===== src/rtl/intr_pulse_gen_mc.sv =====
// Multi-channel periodic / one-shot interrupt pulse generator with deferred
// period updates and sticky per-channel status flags.
module intr_pulse_gen_mc #(
  parameter int N_CH       = 4,
  parameter int CNT_W      = 32,
  parameter int PULSE_W    = 1,
  parameter int DEF_PERIOD = 100000
) (
  input  logic                                       clk,
  input  logic                                       reset,
  input  logic                                       cfg_we,
  input  logic [((N_CH > 1) ? $clog2(N_CH) : 1)-1:0] cfg_ch,
  input  logic [CNT_W-1:0]                           cfg_period,
  input  logic [N_CH-1:0]                            enable,
  input  logic [N_CH-1:0]                            oneshot,
  input  logic [N_CH-1:0]                            irq_clr,
  output logic [N_CH-1:0]                            pulse,
  output logic [N_CH-1:0]                            irq_status
);

  localparam int              CH_W  = (N_CH > 1) ? $clog2(N_CH) : 1;
  localparam logic [CNT_W-1:0] PW_C  = CNT_W'(PULSE_W);
  localparam logic [CNT_W-1:0] DEF_C = CNT_W'(DEF_PERIOD);

  for (genvar gi = 0; gi < N_CH; gi++) begin : ch_g
    logic [CNT_W-1:0] cnt_r, cnt_n;
    logic [CNT_W-1:0] period_r, period_n;
    logic [CNT_W-1:0] pend_val_r, pend_val_n;
    logic             pend_r, pend_n;
    logic             run_r, done_r, done_n;
    logic             pulse_r, pulse_n, pulse_d_r;
    logic             stat_r, stat_n;
    logic [7:0]       pw_left_r, pw_left_n;
    logic             wr_s, tc_s, set_s, live_s;
    logic [CNT_W-1:0] wmin_s;

    // run_r marks that enable was already high on the previous edge, so the
    // first enabled edge only arms the channel and pulses land at t0+P.
    assign wr_s   = cfg_we && (cfg_ch == CH_W'(gi));
    assign live_s = run_r && !done_r && (period_r != {CNT_W{1'b0}});
    assign tc_s   = enable[gi] && live_s && (cnt_r == period_r - CNT_W'(1));
    assign wmin_s = (period_r < PW_C) ? period_r : PW_C;
    assign set_s  = pulse_r && !pulse_d_r;

    // Per-channel next-state: counter, period update, pulse timer, status.
    always_comb begin
      cnt_n      = cnt_r;
      period_n   = period_r;
      pend_val_n = pend_val_r;
      pend_n     = pend_r;
      done_n     = done_r;
      pulse_n    = pulse_r;
      pw_left_n  = pw_left_r;
      stat_n     = set_s | (stat_r & ~irq_clr[gi]);
      if (!enable[gi]) begin
        cnt_n     = {CNT_W{1'b0}};
        done_n    = 1'b0;
        pulse_n   = 1'b0;
        pw_left_n = 8'd0;
        if (wr_s) begin
          period_n = cfg_period;
        end else begin
          period_n = period_r;
        end
      end else begin
        if (tc_s) begin
          cnt_n     = {CNT_W{1'b0}};
          pulse_n   = 1'b1;
          pw_left_n = 8'(wmin_s - CNT_W'(1));
          done_n    = oneshot[gi];
          pend_n    = 1'b0;
          if (pend_r) begin
            period_n = pend_val_r;
          end else begin
            period_n = period_r;
          end
        end else begin
          if (live_s) begin
            cnt_n = cnt_r + CNT_W'(1);
          end else begin
            cnt_n = {CNT_W{1'b0}};
          end
          if (pw_left_r != 8'd0) begin
            pw_left_n = pw_left_r - 8'd1;
          end else begin
            pulse_n = 1'b0;
          end
        end
        // A write landing on the wrap edge waits for the following wrap.
        if (wr_s) begin
          pend_val_n = cfg_period;
          pend_n     = 1'b1;
        end else begin
          pend_val_n = pend_val_r;
        end
      end
    end

    // Per-channel state register with synchronous reset.
    always_ff @(posedge clk) begin
      if (reset) begin
        cnt_r      <= {CNT_W{1'b0}};
        period_r   <= DEF_C;
        pend_val_r <= {CNT_W{1'b0}};
        pend_r     <= 1'b0;
        run_r      <= 1'b0;
        done_r     <= 1'b0;
        pulse_r    <= 1'b0;
        pulse_d_r  <= 1'b0;
        stat_r     <= 1'b0;
        pw_left_r  <= 8'd0;
      end else begin
        cnt_r      <= cnt_n;
        period_r   <= period_n;
        pend_val_r <= pend_val_n;
        pend_r     <= pend_n;
        run_r      <= enable[gi];
        done_r     <= done_n;
        pulse_r    <= pulse_n;
        pulse_d_r  <= pulse_r;
        stat_r     <= stat_n;
        pw_left_r  <= pw_left_n;
      end
    end

    assign pulse[gi]      = pulse_r;
    assign irq_status[gi] = stat_r;
  end

endmodule

===== config.mk =====
export PLATFORM = sky130hd
export DESIGN_NAME = intr_pulse_gen_mc
export DESIGN_NICKNAME = d
export VERILOG_FILES = /design/src/rtl/intr_pulse_gen_mc.sv
export SDC_FILE = /design/constraint.sdc
export NUM_CORES = 1
export LEC_CHECK = 0
export CAP_MARGIN = 10
export CELL_PAD_IN_SITES_DETAIL_PLACEMENT = 1
export CELL_PAD_IN_SITES_GLOBAL_PLACEMENT = 1
export CORE_MARGIN = 4
export CORE_UTILIZATION = 51
export CTS_CLUSTER_SIZE = 30
export DETAILED_ROUTE_END_ITERATION = 16
export GPL_TIMING_DRIVEN = 1
export PLACE_DENSITY_LB_ADDON = 0.1
export RECOVER_POWER = 25
export SYNTH_ARGS = -nofsm -noshare
export SYNTH_HDL_FRONTEND = slang
export SYNTH_SLANG_ARGS = --single-unit

===== constraint.sdc =====
create_clock -name clk -period 9.3 [get_ports clk]
set_input_delay 2.79 -clock clk [delete_from_list [all_inputs] [get_ports clk]]
set_output_delay 2.79 -clock clk [all_outputs]
set_load 0.005 [all_outputs]

* After elaboration in Yosys (flattened, before gate mapping)
Cells that the tools add are included.
** Storage, ports and cells
- Word-level logic and storage cells :: 216
- Register bits :: 440
- Output and inout bits :: 8
** Cells by class
- Add/subtract/negate cells :: 16
- Bitwise logic cells :: 20
- Equal/unequal tests :: 19
- Magnitude comparators :: 4
- Muxes and demuxes :: 44
- Reduce and logical (&&, ||, !) cells :: 73
** Operators by type and width (count)
- 32-bit 2-to-1 mux :: 16
- 32-bit by 1-bit adder with 32-bit output, second input constant :: 4
- 32-bit equality test :: 4
- 32-bit by 1-bit < comparator with 1-bit output, second input constant :: 4
- 32-bit nonzero test :: 4
- 32-bit by 1-bit subtractor with 32-bit output, second input constant :: 4
- 8-bit 2-to-1 mux :: 12
- 8-bit by 1-bit subtractor with 8-bit output, second input constant :: 8
- 8-bit nonzero test :: 4
- 1-bit logical AND :: 24
- 2-bit nonzero test :: 12
- 1-bit 2-to-1 mux :: 16
- 2-bit by 1-bit != test with 1-bit output, second input constant :: 8
- 2-bit AND reduction :: 8
- 4-bit OR reduction :: 4
- 1-bit inverter :: 12
- 3-bit AND reduction :: 4
- 1-bit zero test :: 8
- 2-bit != test, second input constant :: 4
- 2-bit OR reduction :: 4
- 1-bit AND :: 4
- 2-bit equality test, second input constant :: 2
- 1-bit OR :: 4
- 2-bit by 1-bit equality test with 1-bit output, second input constant :: 1
- 2-bit zero test :: 1

* Longest topological paths before layout
- Depth after elaboration :: 7
- Mapped depth :: 17
- Mapped depth without buffers :: 15

* Worst setup path before layout
No wires, ideal clock.
- Path type :: in2reg
- Start :: input port enable[1]
- End :: register ch_g[1].pw_left_r[4]
- Buffers on the path :: 3
- Stages on the path :: 14
- Arrival :: 5.333 ns
- Path slack :: 3.871 ns
- Cells stage by stage :: clkbuf_1 -> nand3b_1 -> a31o_2 -> nor4_2 -> nand4_1 -> or4b_1 -> buf_2 -> buf_1 -> nor3_1 -> a21oi_1 -> ha_1 -> a31oi_1 -> o22ai_1 -> a221oi_1
** On the way
- Word-level cells in the longest chain between the ends :: 3
** RTL lines
- from (decl) :: line 14 : input logic [N_CH-1:0] enable,
- 1-bit logical AND (2 in a row) :: line 41 : assign tc_s = enable[gi] && live_s && (cnt_r == period_r - CNT_W'(1));
- 8-bit 2-to-1 mux / 2-bit nonzero test (equally long branches)
- to (signal assigned) :: line 122 : pw_left_r <= pw_left_n;
- to (decl) :: line 33 : logic [7:0] pw_left_r, pw_left_n;
Several ways; a longest one is shown, not always the timed one.
A chain may end at the register's enable or synchronous reset.

* Worst setup path in the final report
- Start :: input port cfg_ch[0] (netlist bit)
- End :: register ch_g[1].pend_val_r[8]
** On the way
- Word-level cells in the longest chain between the ends :: 3
** RTL lines
- from (decl) :: line 12 : input logic [((N_CH > 1) ? $clog2(N_CH) : 1)-1:0] cfg_ch,
- 2-bit by 1-bit equality test with 1-bit output :: line 39 : assign wr_s = cfg_we && (cfg_ch == CH_W'(gi));
- 1-bit logical AND :: line 39
- 2-bit AND reduction (no source line)
- to (signal assigned) :: line 104 : pend_val_r <= {CNT_W{1'b0}};
- to (signal assigned) :: line 115 : pend_val_r <= pend_val_n;
- to (decl) :: line 28 : logic [CNT_W-1:0] pend_val_r, pend_val_n;
Every way passes these cells.

==> run summary <==
The master cell of the clock root buffer was sky130_fd_sc_hd__clkbuf_16. STA puts the critical path data required time at 9.65 ns. The highest cell delay on the worst timing path came out at 1.99 ns. The number of iterations in the first detailed-routing pass was 5. The most numerous cell on the critical path was sky130_fd_sc_hd__nand2_1. Dividing the synthesized area by the synthesized cell count gives 7.94 um^2. The number of synthesized flops with an enable pin was 0.

The run gives 22,000 as the count of vias placed by the detailed router. The initial cell density of the core is 0.519. Across the run, the number of max-cap violations was 4.

In the final routed layout, each cell accounts on average for 20.9 um. Traced cell by cell, the critical path runs through dlygate4sd3_1 > nand2_1 > nor2_4 > clkbuf_1 > nand2_1 > buf_4 > nand2_1 > a21oi_1. The layout cell share with drive strength beyond 1 was 0.0484; the area enclosed by the die boundary was 51,200 um^2. The arrival time at the worst endpoint came out at 7.77 ns. The highest-delay cell along the critical path is sky130_fd_sc_hd__clkbuf_1.

The sequential-to-total area share from yosys stat is 0.362. The tools report the number of hold violations in the final report as 0. No sink is reached through more buffers than the 3 on the longest clock path. Buffers inserted during clock tree synthesis total 48. The HPWL after detailed placement is 52,700 um. Summing every instance area after synthesis gives 24,300 um^2. In this run, the number of DRC markers left after iteration 0 of detailed routing was 1,464. At the later pin of the worst-skew pair, clock insertion delay measures 0.60 ns.

The routed design could run at a clock period as short as 7.43 ns. The cell family contributing the most delay on the critical path is buffers and inverters. The global routing usage summed across all routing layers is 0.288.

In this run the worst path has a maximum fanout of 60. The tools report the sort of element at the end of the critical path as a register. The H-tree was split into 2 levels.

In this run the static leakage power is 9.06 nW. For the final database, setup skew stands at 0.0115 ns. The final critical-path share of the clock period is 0.799, and the number of diodes added for antenna fixing is 0. The total power consumption of the routed design was 4.69 mW; the count of pins on the block boundary was 57. Number of buffer and inverter instances along the worst setup path: 3.

The worst hold path belongs to the class reg -> reg. Setup repair after global routing left no endpoint under its margin. The tools report the peak supply drop as 0.000142 V. The critical path is of the in -> reg type. The final weighted congestion of routability-driven global placement was 0.956; the number of I/O port buffers was 56. The run gives 22,600 as the number of global-route vias before repair. When the netlist entered floorplanning its net count stood at 3,127. The worst setup path is launched from an input port.

Counting every sink on the clock net gives 440. The pin slew with the least headroom to its limit came out at 2.83 ns. TritonCTS built the clock tree. In this run the power density over the cells is 178 nW/um^2. Entering global routing, the biggest net connects 128 pins.

The area of the core is 46,900 um^2. After routing, the total negative slack on setup checks comes to 0 ns. In this run, distinct cell masters in the synthesized netlist total 83.

Dividing the detail-routed via count by the number of cells gives 6.11. The horizontal die dimension was 226 um; the number of rows in the core area was 79. Max-slew violation total from the final report: 226.

The flow ran to the end, but the final reports show violations. After clock tree synthesis, the repair step resized 0 gates. In the layout the commonest cells are sky130_fd_sc_hd__dfxtp_1, sky130_fd_sc_hd__nand2_1, sky130_fd_sc_hd__nor2_1, sky130_fd_sc_hd__a21oi_1, sky130_fd_sc_hd__xnor2_1. The initial antenna violation count was 0.

The leading cell type in the layout, fill and taps excluded was sky130_fd_sc_hd__dfxtp_1. The number of endpoints failing setup at the final stage is 0. The async set or reset register ratio after synthesis was 0; the remaining routing DRC violations was 0. From bottom edge to top edge, the die measures 226 um. Clock-pin slew was measured on the worst setup and hold paths at 0.06 ns. In the synthesized netlist the dominant register cell turns out to be sky130_fd_sc_hd__dfxtp_1. The tools report the utilization after layout as 0.564.

For the number of buffers added for setup after CTS, the log shows 0. After clock tree synthesis, the flow added hold-fix buffers numbering 0. The total number of nets in the final design was 3,023. The global-route wire length before repair came out at 122,000 um. During synthesis, Yosys emitted a total of 0 warnings. The finished cells cover 26,400 um^2.

The max-slew headroom at the worst pin was -0.885. In this run the cell area measured after placement is 24,900 um^2. After global routing the overflow that remains totals 0. Once detail routing completed, the nets flagged for antenna violations numbered 0.

After technology mapping, the gate count stands at 3,062. Relative to the synthesized area, the layout overhead comes to 8.57%. The synthesized design contains 440 register bits. The final reports fail on max-capacitance violations, max-slew violations.

The total wirelength of the detailed-routed design is 75,400 um, and the timing-limited maximum frequency is 0.135 GHz.
[worst register-to-register path: cells and delay by family (launching register included)]
| kind | cells | cell delay (ns) |
|---|---|---|
| AO/OA/AOI/OAI | 2 | 0.64 |
| AND/OR/NAND/NOR | 6 | 3.27 |
| multiplexers | 1 | 0.38 |
| adder cells (fa/ha/maj) | 1 | 0.30 |
| buffers and inverters | 1 | 0.15 |
| flip-flops | 1 | 0.35 |
[synthesized netlist by cell type, drive strengths merged (72+ instances only)]
master	instances	area (um^2)
dfxtp	440	8810
nand2	386	1450
nor2	338	1270
a21oi	192	965
clkbuf	192	721
xnor2	138	1210
xor2	129	1130
mux2i	117	1170
nand3	108	541
nor3	107	561
nor2b	97	607
a211oi	82	616
inv	72	270
[cell type report]
class / instances / area (um^2)
Tap cell: 607 / 759
Timing Repair Buffer: 78 / 692
Inverter: 72 / 270
Clock inverter: 18 / 185
Sequential cell: 440 / 8810
Clock buffer: 67 / 1360
Multi-Input combinational cell: 2318 / 14300
Fill cell: 5629 / 20400
[kinds of logic after synthesis]
family          count (synthesis)  synth area share
compound gates                518             0.139
xor+xnor                      268            0.0971
fa+ha+maj                      16           0.00823
buf+inv                       304            0.0499
flops                         440             0.362
mux                           145            0.0611
simple gates                 1371             0.282
[where the power goes]
part | switching (mW) | internal, mW | leakage [nW] | total (mW)
sequential | 0.0917 | 1.96 | 3.57 | 2.05
clock | 0.814 | 1.10 | 0.751 | 1.92
combinational | 0.443 | 0.281 | 4.74 | 0.724
total | 1.35 | 3.34 | 9.06 | 4.69
[flip-flops by register name (all words and copies together), names as in the netlist]
name	flops
ch_g.cnt_r	128
ch_g.done_r	4
ch_g.pend_r	4
ch_g.pend_val_r	128
ch_g.period_r	128
ch_g.pulse_d_r	4
ch_g.pulse_r	4
ch_g.pw_left_r	32
ch_g.run_r	4
ch_g.stat_r	4
[metrics by stage]
step | std cells | hold slack, ns | setup slack, ns
after floorplan | 3062 | 0.425 | 3.87
after global placement | 3515 | 0.441 | 2.88
after detailed placement | 3515 | 0.448 | 2.76
after CTS | 3600 | 0.457 | 3.34
after global routing | 3600 | 0.475 | 1.57
final | 3600 | 0.454 | 1.87
[path summary, 6_finish.rpt]
path	start	endpoint	slack, ns	cells past startpoint
min	ch_g[3].done_r$_SDFFE_PP0N_	ch_g[3].done_r$_SDFFE_PP0N_	0.45	2
max	cfg_ch[0]	ch_g[1].pend_val_r[8]$_SDFFE_PP0P_	1.87	8
min reg2reg	ch_g[3].done_r$_SDFFE_PP0N_	ch_g[3].done_r$_SDFFE_PP0N_	0.45	2
max reg2reg	ch_g[3].period_r[1]$_SDFFE_PP0P_	ch_g[3].cnt_r[25]$_SDFF_PP0_	4.04	11
[metal layers]
layer  track usage  share of wire  vias to the layer above
li1              -              -                    10500
met1         0.385           0.46                    11000
met2         0.495           0.48                      401
met3        0.0379          0.039                      114
met4        0.0750          0.024                        0
met5             0              0                        -
Power figures use the tool's default switching activity.
